--- config.mk ---
export PLATFORM = sky130hd
export DESIGN_NAME = mem_arbiter
export DESIGN_NICKNAME = d
export VERILOG_FILES = /design/src/rtl/mem_arbiter_pkg.sv /design/src/rtl/mem_arbiter_sat_counter.sv /design/src/rtl/mem_arbiter.sv
export SDC_FILE = /design/constraint.sdc
export NUM_CORES = 1
export LEC_CHECK = 0
export ABC_AREA = 1
export BUFFER_PORTS_ARGS = -buffer_cell sky130_fd_sc_hd__buf_2
export CORE_ASPECT_RATIO = 0.6
export CORE_UTILIZATION = 44
export DETAILED_ROUTE_END_ITERATION = 10
export PLACE_DENSITY = 0.82
export SLEW_MARGIN = 20
export SYNTH_ARGS = -nofsm -noshare
export SYNTH_HDL_FRONTEND = slang
export SYNTH_HIERARCHICAL = 1
export SYNTH_SLANG_ARGS = --single-unit
export TNS_END_PERCENT = 10
--- constraint.sdc ---
create_clock -name clk -period 1.5 [get_ports clk]
set_clock_uncertainty 0.15 [all_clocks]
set_input_delay 0.225 -clock clk [delete_from_list [all_inputs] [get_ports clk]]
set_output_delay 0.225 -clock clk [all_outputs]
set_load 0.03 [all_outputs]
--- src/rtl/mem_arbiter_pkg.sv ---
// Shared constants for the memory arbiter: bus widths and FSM state encodings.
package mem_arbiter_pkg;

  localparam int ADDR_W = 16;
  localparam int DATA_W = 16;
  localparam int CNT_W  = 16;

  typedef enum logic [1:0] {
    IDLE   = 2'b00,
    I_BUSY = 2'b01,
    D_BUSY = 2'b10
  } arb_state_t;

endpackage

--- src/rtl/mem_arbiter_sat_counter.sv ---
// Saturating up-counter with synchronous active-low clear; holds at all-ones.
module sat_counter #(
  parameter int W = 16
) (
  input  logic         clk,
  input  logic         clr_n,
  input  logic         en,
  output logic [W-1:0] count
);

  always_ff @(posedge clk) begin
    if (!clr_n) begin
      count <= '0;
    end else if (en && (count != {W{1'b1}})) begin
      count <= count + {{(W-1){1'b0}}, 1'b1};
    end
  end

endmodule

--- src/rtl/mem_arbiter.sv ---
// Arbitrates an instruction port and a data port onto one backing-memory port,
// one transaction at a time, with held flags so a completed port waits for the pipeline to advance.
module mem_arbiter
  import mem_arbiter_pkg::*;
#(
  parameter bit D_PRIORITY = 1'b1
) (
  input  logic              clk,
  input  logic              rst_n,
  input  logic              i_re,
  input  logic [ADDR_W-1:0] i_addr,
  output logic [DATA_W-1:0] i_data,
  output logic              i_rdy,
  input  logic              d_re,
  input  logic              d_we,
  input  logic [ADDR_W-1:0] d_addr,
  input  logic [DATA_W-1:0] d_wdata,
  output logic [DATA_W-1:0] d_rdata,
  output logic              d_rdy,
  output logic              m_req,
  output logic              m_we,
  output logic [ADDR_W-1:0] m_addr,
  output logic [DATA_W-1:0] m_wdata,
  input  logic              m_ack,
  input  logic [DATA_W-1:0] m_rdata,
  output logic [CNT_W-1:0]  stall_cnt
);

  arb_state_t state, next_state;
  logic i_held, d_held;
  logic i_pend, d_pend, advance;
  logic i_new, d_new;
  logic issue_i, issue_d;
  logic ack_i, ack_d;

  always_ff @(posedge clk) begin
    if (!rst_n) begin
      state <= IDLE;
    end else begin
      state <= next_state;
    end
  end

  // Issue decisions see the held flags as they will be after an advance clears them,
  // so a still-asserted request is reissued in the very cycle its flag drops.
  always_comb begin
    next_state = state;
    issue_i    = 1'b0;
    issue_d    = 1'b0;
    case (state)
      IDLE: begin
        if (d_new && (!i_new || D_PRIORITY)) begin
          issue_d    = 1'b1;
          next_state = D_BUSY;
        end else if (i_new) begin
          issue_i    = 1'b1;
          next_state = I_BUSY;
        end
      end
      I_BUSY, D_BUSY: begin
        if (m_ack) next_state = IDLE;
      end
      default: next_state = IDLE;
    endcase
  end

  always_comb begin
    i_pend  = i_re & ~i_held;
    d_pend  = (d_re | d_we) & ~d_held;
    i_rdy   = ~rst_n | ~i_pend;
    d_rdy   = ~rst_n | ~d_pend;
    advance = i_rdy & d_rdy;
    i_new   = i_re & ~(i_held & ~advance);
    d_new   = (d_re | d_we) & ~(d_held & ~advance);
    ack_i   = (state == I_BUSY) & m_ack;
    ack_d   = (state == D_BUSY) & m_ack;
  end

  // A completion setting a held flag takes precedence over an advance clearing it.
  always_ff @(posedge clk) begin
    if (!rst_n) begin
      m_req   <= 1'b0;
      m_we    <= 1'b0;
      m_addr  <= '0;
      m_wdata <= '0;
      i_data  <= '0;
      d_rdata <= '0;
      i_held  <= 1'b0;
      d_held  <= 1'b0;
    end else begin
      m_req <= (next_state != IDLE);
      if (issue_d) begin
        m_addr  <= d_addr;
        m_we    <= d_we;
        m_wdata <= d_wdata;
      end else if (issue_i) begin
        m_addr <= i_addr;
        m_we   <= 1'b0;
      end
      if (ack_i) i_data <= m_rdata;
      if (ack_d && !m_we) d_rdata <= m_rdata;
      if (ack_i) i_held <= 1'b1;
      else if (advance) i_held <= 1'b0;
      if (ack_d) d_held <= 1'b1;
      else if (advance) d_held <= 1'b0;
    end
  end

  sat_counter #(.W(CNT_W)) u_stall_cnt (
    .clk   (clk),
    .clr_n (rst_n),
    .en    (~advance),
    .count (stall_cnt)
  );

endmodule
-- Word-level counts from Yosys, hierarchy flattened
Cells that the tools add are included.
- reductions and logical operators: 9
- multiplexer cells: 16
- equal/unequal tests: 3
- bitwise logic cells: 20
- $add $sub $neg: 1
- operator list (cell ; number):
    $mux 16 ; 2
    $add 16x1->16 const B ; 1
    $ne 16x16->1 const B ; 1
    $mux 1 ; 10
    $and 1x1->1 ; 9
    $not 1->1 ; 8
    $reduce_bool 2->1 ; 4
    $mux 2 ; 3
    $pmux 2 s2 ; 1
    $or 1x1->1 ; 3
    $eq 2x1->1 const B ; 1
    $eq 2x2->1 const B ; 1
    $logic_and 1x1->1 ; 2
    $logic_not 2->1 ; 1
    $reduce_or 2->1 ; 1
    $logic_not 1->1 ; 1
- bits in registers: 86
- output and inout port bits: 84

-- Longest topological paths before layout
- depth after elaboration: 14
- depth in mapped cells: 12
- gate-level depth less buffers: 11

-- Modules after synthesis
Netlist, hierarchy kept.
- by module, submodules not included (module ; seq. area each (µm²) ; area an instance (µm²) ; times used ; cells an instance):
    mem_arbiter ; 1401.3 ; 3035.4 ; 1 ; 443
    sat_counter ; 320.3 ; 996.0 ; 1 ; 149

-- Worst setup path before layout
OpenSTA, ideal clock, no wires.
- path kind: input-to-reg
- from: in rst_n
- to: reg u_stall_cnt.count[13]
- required time: 1234 ps
- stages: 10
- arrival: 1631 ps
- slack: -397 ps
- path through: clkbuf_1 nand3_1 nand2_1 buf_4 nand3_1 or2_0 nor2_1 nand3_1 nand2_1 nor2_1
- cells in the longest elaborated chain, start to end: 5
- ends and longest elaborated chain (what ; line ; RTL):
    start: declaration ; mem_arbiter.sv:9 ; input logic rst_n,
    $not 1->1 ; mem_arbiter.sv:70 ; i_rdy = ~rst_n | ~i_pend;
    $or 1x1->1 ; mem_arbiter.sv:70 ;
    via i_rdy ; mem_arbiter.sv:13 ; output logic i_rdy,
    $and 1x1->1 ; mem_arbiter.sv:72 ; advance = i_rdy & d_rdy;
    $not 1->1 ; mem_arbiter.sv:112 ; .en (~advance),
    $logic_and 1x1->1 ; mem_arbiter_sat_counter.sv:14 ; end else if (en && (count != {W{1'b1}})) begin
    end signal: assignment ; mem_arbiter_sat_counter.sv:15 ; count <= count + {{(W-1){1'b0}}, 1'b1};
    end: declaration ; mem_arbiter_sat_counter.sv:8 ; output logic [W-1:0] count
The timed path passes the listed nets, and every way through them passes these cells.
A chain may end at the register's enable or synchronous reset.

-- Worst setup path after layout
- from: reg d_held
- to: reg u_stall_cnt.count[13]
- cells in the longest elaborated chain, start to end: 7
- ends and longest elaborated chain (what ; line ; RTL):
    start: declaration ; mem_arbiter.sv:30 ; logic i_held, d_held;
    start signal: assignment ; mem_arbiter.sv:89 ; d_held <= 1'b0;
    start signal: assignment ; mem_arbiter.sv:104 ; if (ack_d) d_held <= 1'b1;
    start signal: assignment ; mem_arbiter.sv:105 ; else if (advance) d_held <= 1'b0;
    $not 1->1 ; mem_arbiter.sv:69 ; d_pend = (d_re | d_we) & ~d_held;
    $and 1x1->1 ; mem_arbiter.sv:69 ;
    $not 1->1 ; mem_arbiter.sv:71 ; d_rdy = ~rst_n | ~d_pend;
    $or 1x1->1 ; mem_arbiter.sv:71 ;
    $and 1x1->1 ; mem_arbiter.sv:72 ;
    $not 1->1 ; mem_arbiter.sv:112 ;
    $logic_and 1x1->1 ; mem_arbiter_sat_counter.sv:14 ;
Every way passes these cells.

==> run summary <==
yosys warns -> 6
Num CTS Buffers -> 9
Net Sw Frac -> 30.5%
Max-cap violations -> 0
H-tree levels -> 3
path depth of the worst reg2reg path -> 9
post-synth top area cell -> dfxtp_1
drt wl/cell -> 13.3 um
TNS Setup -> -1370 ps
Tot Pwr -> 6.41 mW
GRT Residual Overflow -> 0
DR iter-0 viols -> 278
crit path from -> d_held
relative max-transition margin -> 60.4%
DRT Wirelength -> 12200 um
worst r2r dst -> u_stall_cnt/count[13]
Hold WC Path Type -> input pin to flip-flop
Reg2Reg Setup Slack -> -70 ps
sequential area share after synthesis -> 42.7%
gpl congestion -> 0.988
syn_area_per_cell -> 6.81 um^2
Setup crit end -> u_stall_cnt/count[13]
worst setup margin -> -73.2 ps
fmax -> 0.636 GHz
VDD IR max -> 0.667 mV
Slew Viols, Final -> 0
core area -> 8690 um^2
clk_lat worst skew -> 330 ps
pre-CTS WS -> -191 ps
Mapped Area -> 4030 um^2
CTS clk-pin slew, worst paths -> 70 ps
final hold vios -> 0
share of power burned in registers -> 39.6%
Worst Path Class, Setup -> flip-flop to flip-flop
largest net degree at the start of global routing -> 65
CP Capture Type -> flip-flop
Gate power share -> 25.3%
die width -> 126 um
RR Startpoint -> d_held
layout cells sized above 1 -> 37.2%
NetSw -> 1.96 mW
clock power share -> 35.1%
drt pass-1 iters -> 9
synth unique cells -> 27
die area -> 9560 um^2
Starting Density -> 46.4%
Worst-Margin Slew -> 593 ps
Vias/cell -> 4.87
Worst Path Required -> 1560 ps
status -> finished, violations left
failing checks -> design-rule violations, negative setup slack
Core Rows -> 26
clock root cell -> clkbuf_16
Leak -> 3.24 nW
vias in the first global route -> 4175
Final min period -> 1570 ps
PD cells -> 1060 nW/um^2
Hold Slack -> 5.55 ps
Final ANT Viol Nets -> 0
# diodes -> 0
Synth area leaders -> dfxtp_1 (43%), nand2_1 (16%), nor2_1 (11%)
clock sink count -> 86
Internal Pwr Total -> 4.46 mW
CTS max path bufs -> 2
FF+latch count, synth -> 86
initial antenna violation count -> 0
period utilization -> 105%
TritonCTS clock tree -> done
Final Net Count -> 876
CP Max Fanout -> 5
syn_nets -> 667
Total GRT Usage -> 24.9%
first-pass GRT wire length -> 19100 um
Post-DP HPWL -> 8000 um
RSZ-0062 raised after global routing -> true
count of buffers from port buffering -> 153
share of the synthesized area in the top cell type -> 42.7%
P&R area growth vs syn -> 50.3%
DR DRC count -> 11
final setup fails -> 36
height of the die -> 76.1 um
crit start category -> flip-flop
cells after synthesis -> 592
vias -> 4467
WP data arrival -> 1640 ps
I/O pin total -> 154
==> metal layers <==
layer / track usage [%] / wire [um] / up-vias
met5: 0 / 0 / -
met4: 9.15 / 93 / 0
met2: 41.4 / 5780 / 218
li1: - / - / 2226
met1: 31.0 / 5330 / 2012
met3: 6.53 / 985 / 11
==> worst min-delay path by stage <==
stage | startpoint | to | slack, ps | cells past startpoint
2_1_floorplan | m_rdata[0] | d_rdata[0] | 210 | 2
3_3_place_gp | m_wdata[5] | m_wdata[5] | 300 | 2
3_5_place_dp | m_wdata[6] | m_wdata[6] | 310 | 2
4_1_cts | d_wdata[12] | m_wdata[12] | 0.3 | 3
5_1_grt | d_wdata[12] | m_wdata[12] | 2 | 3
6_report | m_rdata[8] | d_rdata[8] | 6 | 3
==> power by group through the flow <==
stage / Sequential, mW / Clock [mW] / Combinational [mW]
after floorplan: 2.88 / 0 / 0.576
after global placement: 2.58 / 0 / 1.30
after detailed placement: 2.58 / 0 / 1.34
after CTS: 2.54 / 2.30 / 1.47
after global routing: 2.56 / 2.41 / 1.76
final: 2.54 / 2.25 / 1.62
==> final cells by class <==
cell class / count / area (um^2)
Fill cell: 690 / 2630
Sequential cell: 86 / 1750
Clock buffer: 10 / 239
Clock inverter: 6 / 68.8
Multi-Input combinational cell: 412 / 2090
Timing Repair Buffer: 221 / 1500
Tap cell: 112 / 140
Inverter: 71 / 275
==> cells in the mapped netlist, drive strengths merged <==
library cell,number
nand3b,16
nand3,21
clkbuf,11
ha,5
inv,71
dfxtp,86
nor3,1
o21ai,33
a21oi,26
buf,12
nand2,174
nor2,131
nand4,4
or2,1
==> state kept, by name, summed over array words and instances (netlist names) <==
signal             flops
m_we                   1
m_wdata               16
d_held                 1
m_addr                16
u_stall_cnt/count     16
m_req                  1
i_data                16
state                  2
d_rdata               16
i_held                 1
==> metrics by stage <==
step           cell area [um^2]  std cells  utilization, %
3_3_place_gp               5100        864            58.7
3_5_place_dp               5100        864            58.7
2_1_floorplan              4100        592               -
5_1_grt                    6060        918            69.7
6_report                   6060        918            69.7
4_1_cts                    5790        909            66.6
==> what timing repair did <==
item                                    CTS  global route
hold endpoints to repair                 29             0
gates cloned                              1             2
resized for setup                        20            50
hold buffers                             26             0
buffers inserted                          2             7
endpoints found under the setup margin   66            83
pin swaps                                 8            20
==> placed cells by master (no fill, tap or decap) <==
cell / n
buf_16: 1
inv_6: 2
buf_12: 3
nand2_8: 1
nand2_4: 5
bufinv_16: 1
nand4_1: 3
nand3_2: 4
nor3_2: 1
clkinvlp_4: 2
inv_2: 6
clkinv_2: 1
dfxtp_2: 16
nor2_2: 16
clkinv_4: 2
nor2_8: 1
buf_4: 24
clkbuf_16: 11
nand3b_1: 16
nor2_4: 9
inv_1: 63
nand2_1: 152
a21oi_2: 4
a21oi_1: 22
nand3_4: 3
ha_1: 3
o21ai_0: 33
dlygate4sd3_1: 26
nand4_2: 1
nand3_1: 14
clkbuf_8: 1
buf_2: 151
nor2_1: 105
buf_6: 13
dfxtp_4: 2
buf_8: 1
nand2_2: 16
ha_4: 2
dfxtp_1: 68
or2_0: 1
==> critical path, cell delays in order, from the launching register on <==
cell     delay, ps
dfxtp_2        340
nor2_4         110
nand2_4         70
nand2_4         90
nand3_2         80
or2_0          240
nor2_1         160
nand3_1         90
nand2_1         70
nor2_1          50
==> cells by family after synthesis <==
kind of cell / after synthesis / synth area share, %
compound gates: 59 / 7.32
simple gates: 348 / 38.2
fa+ha+maj: 5 / 1.55
flops: 86 / 42.7
buf+inv: 94 / 10.2
No activity file was read; power rests on OpenSTA's default activity.
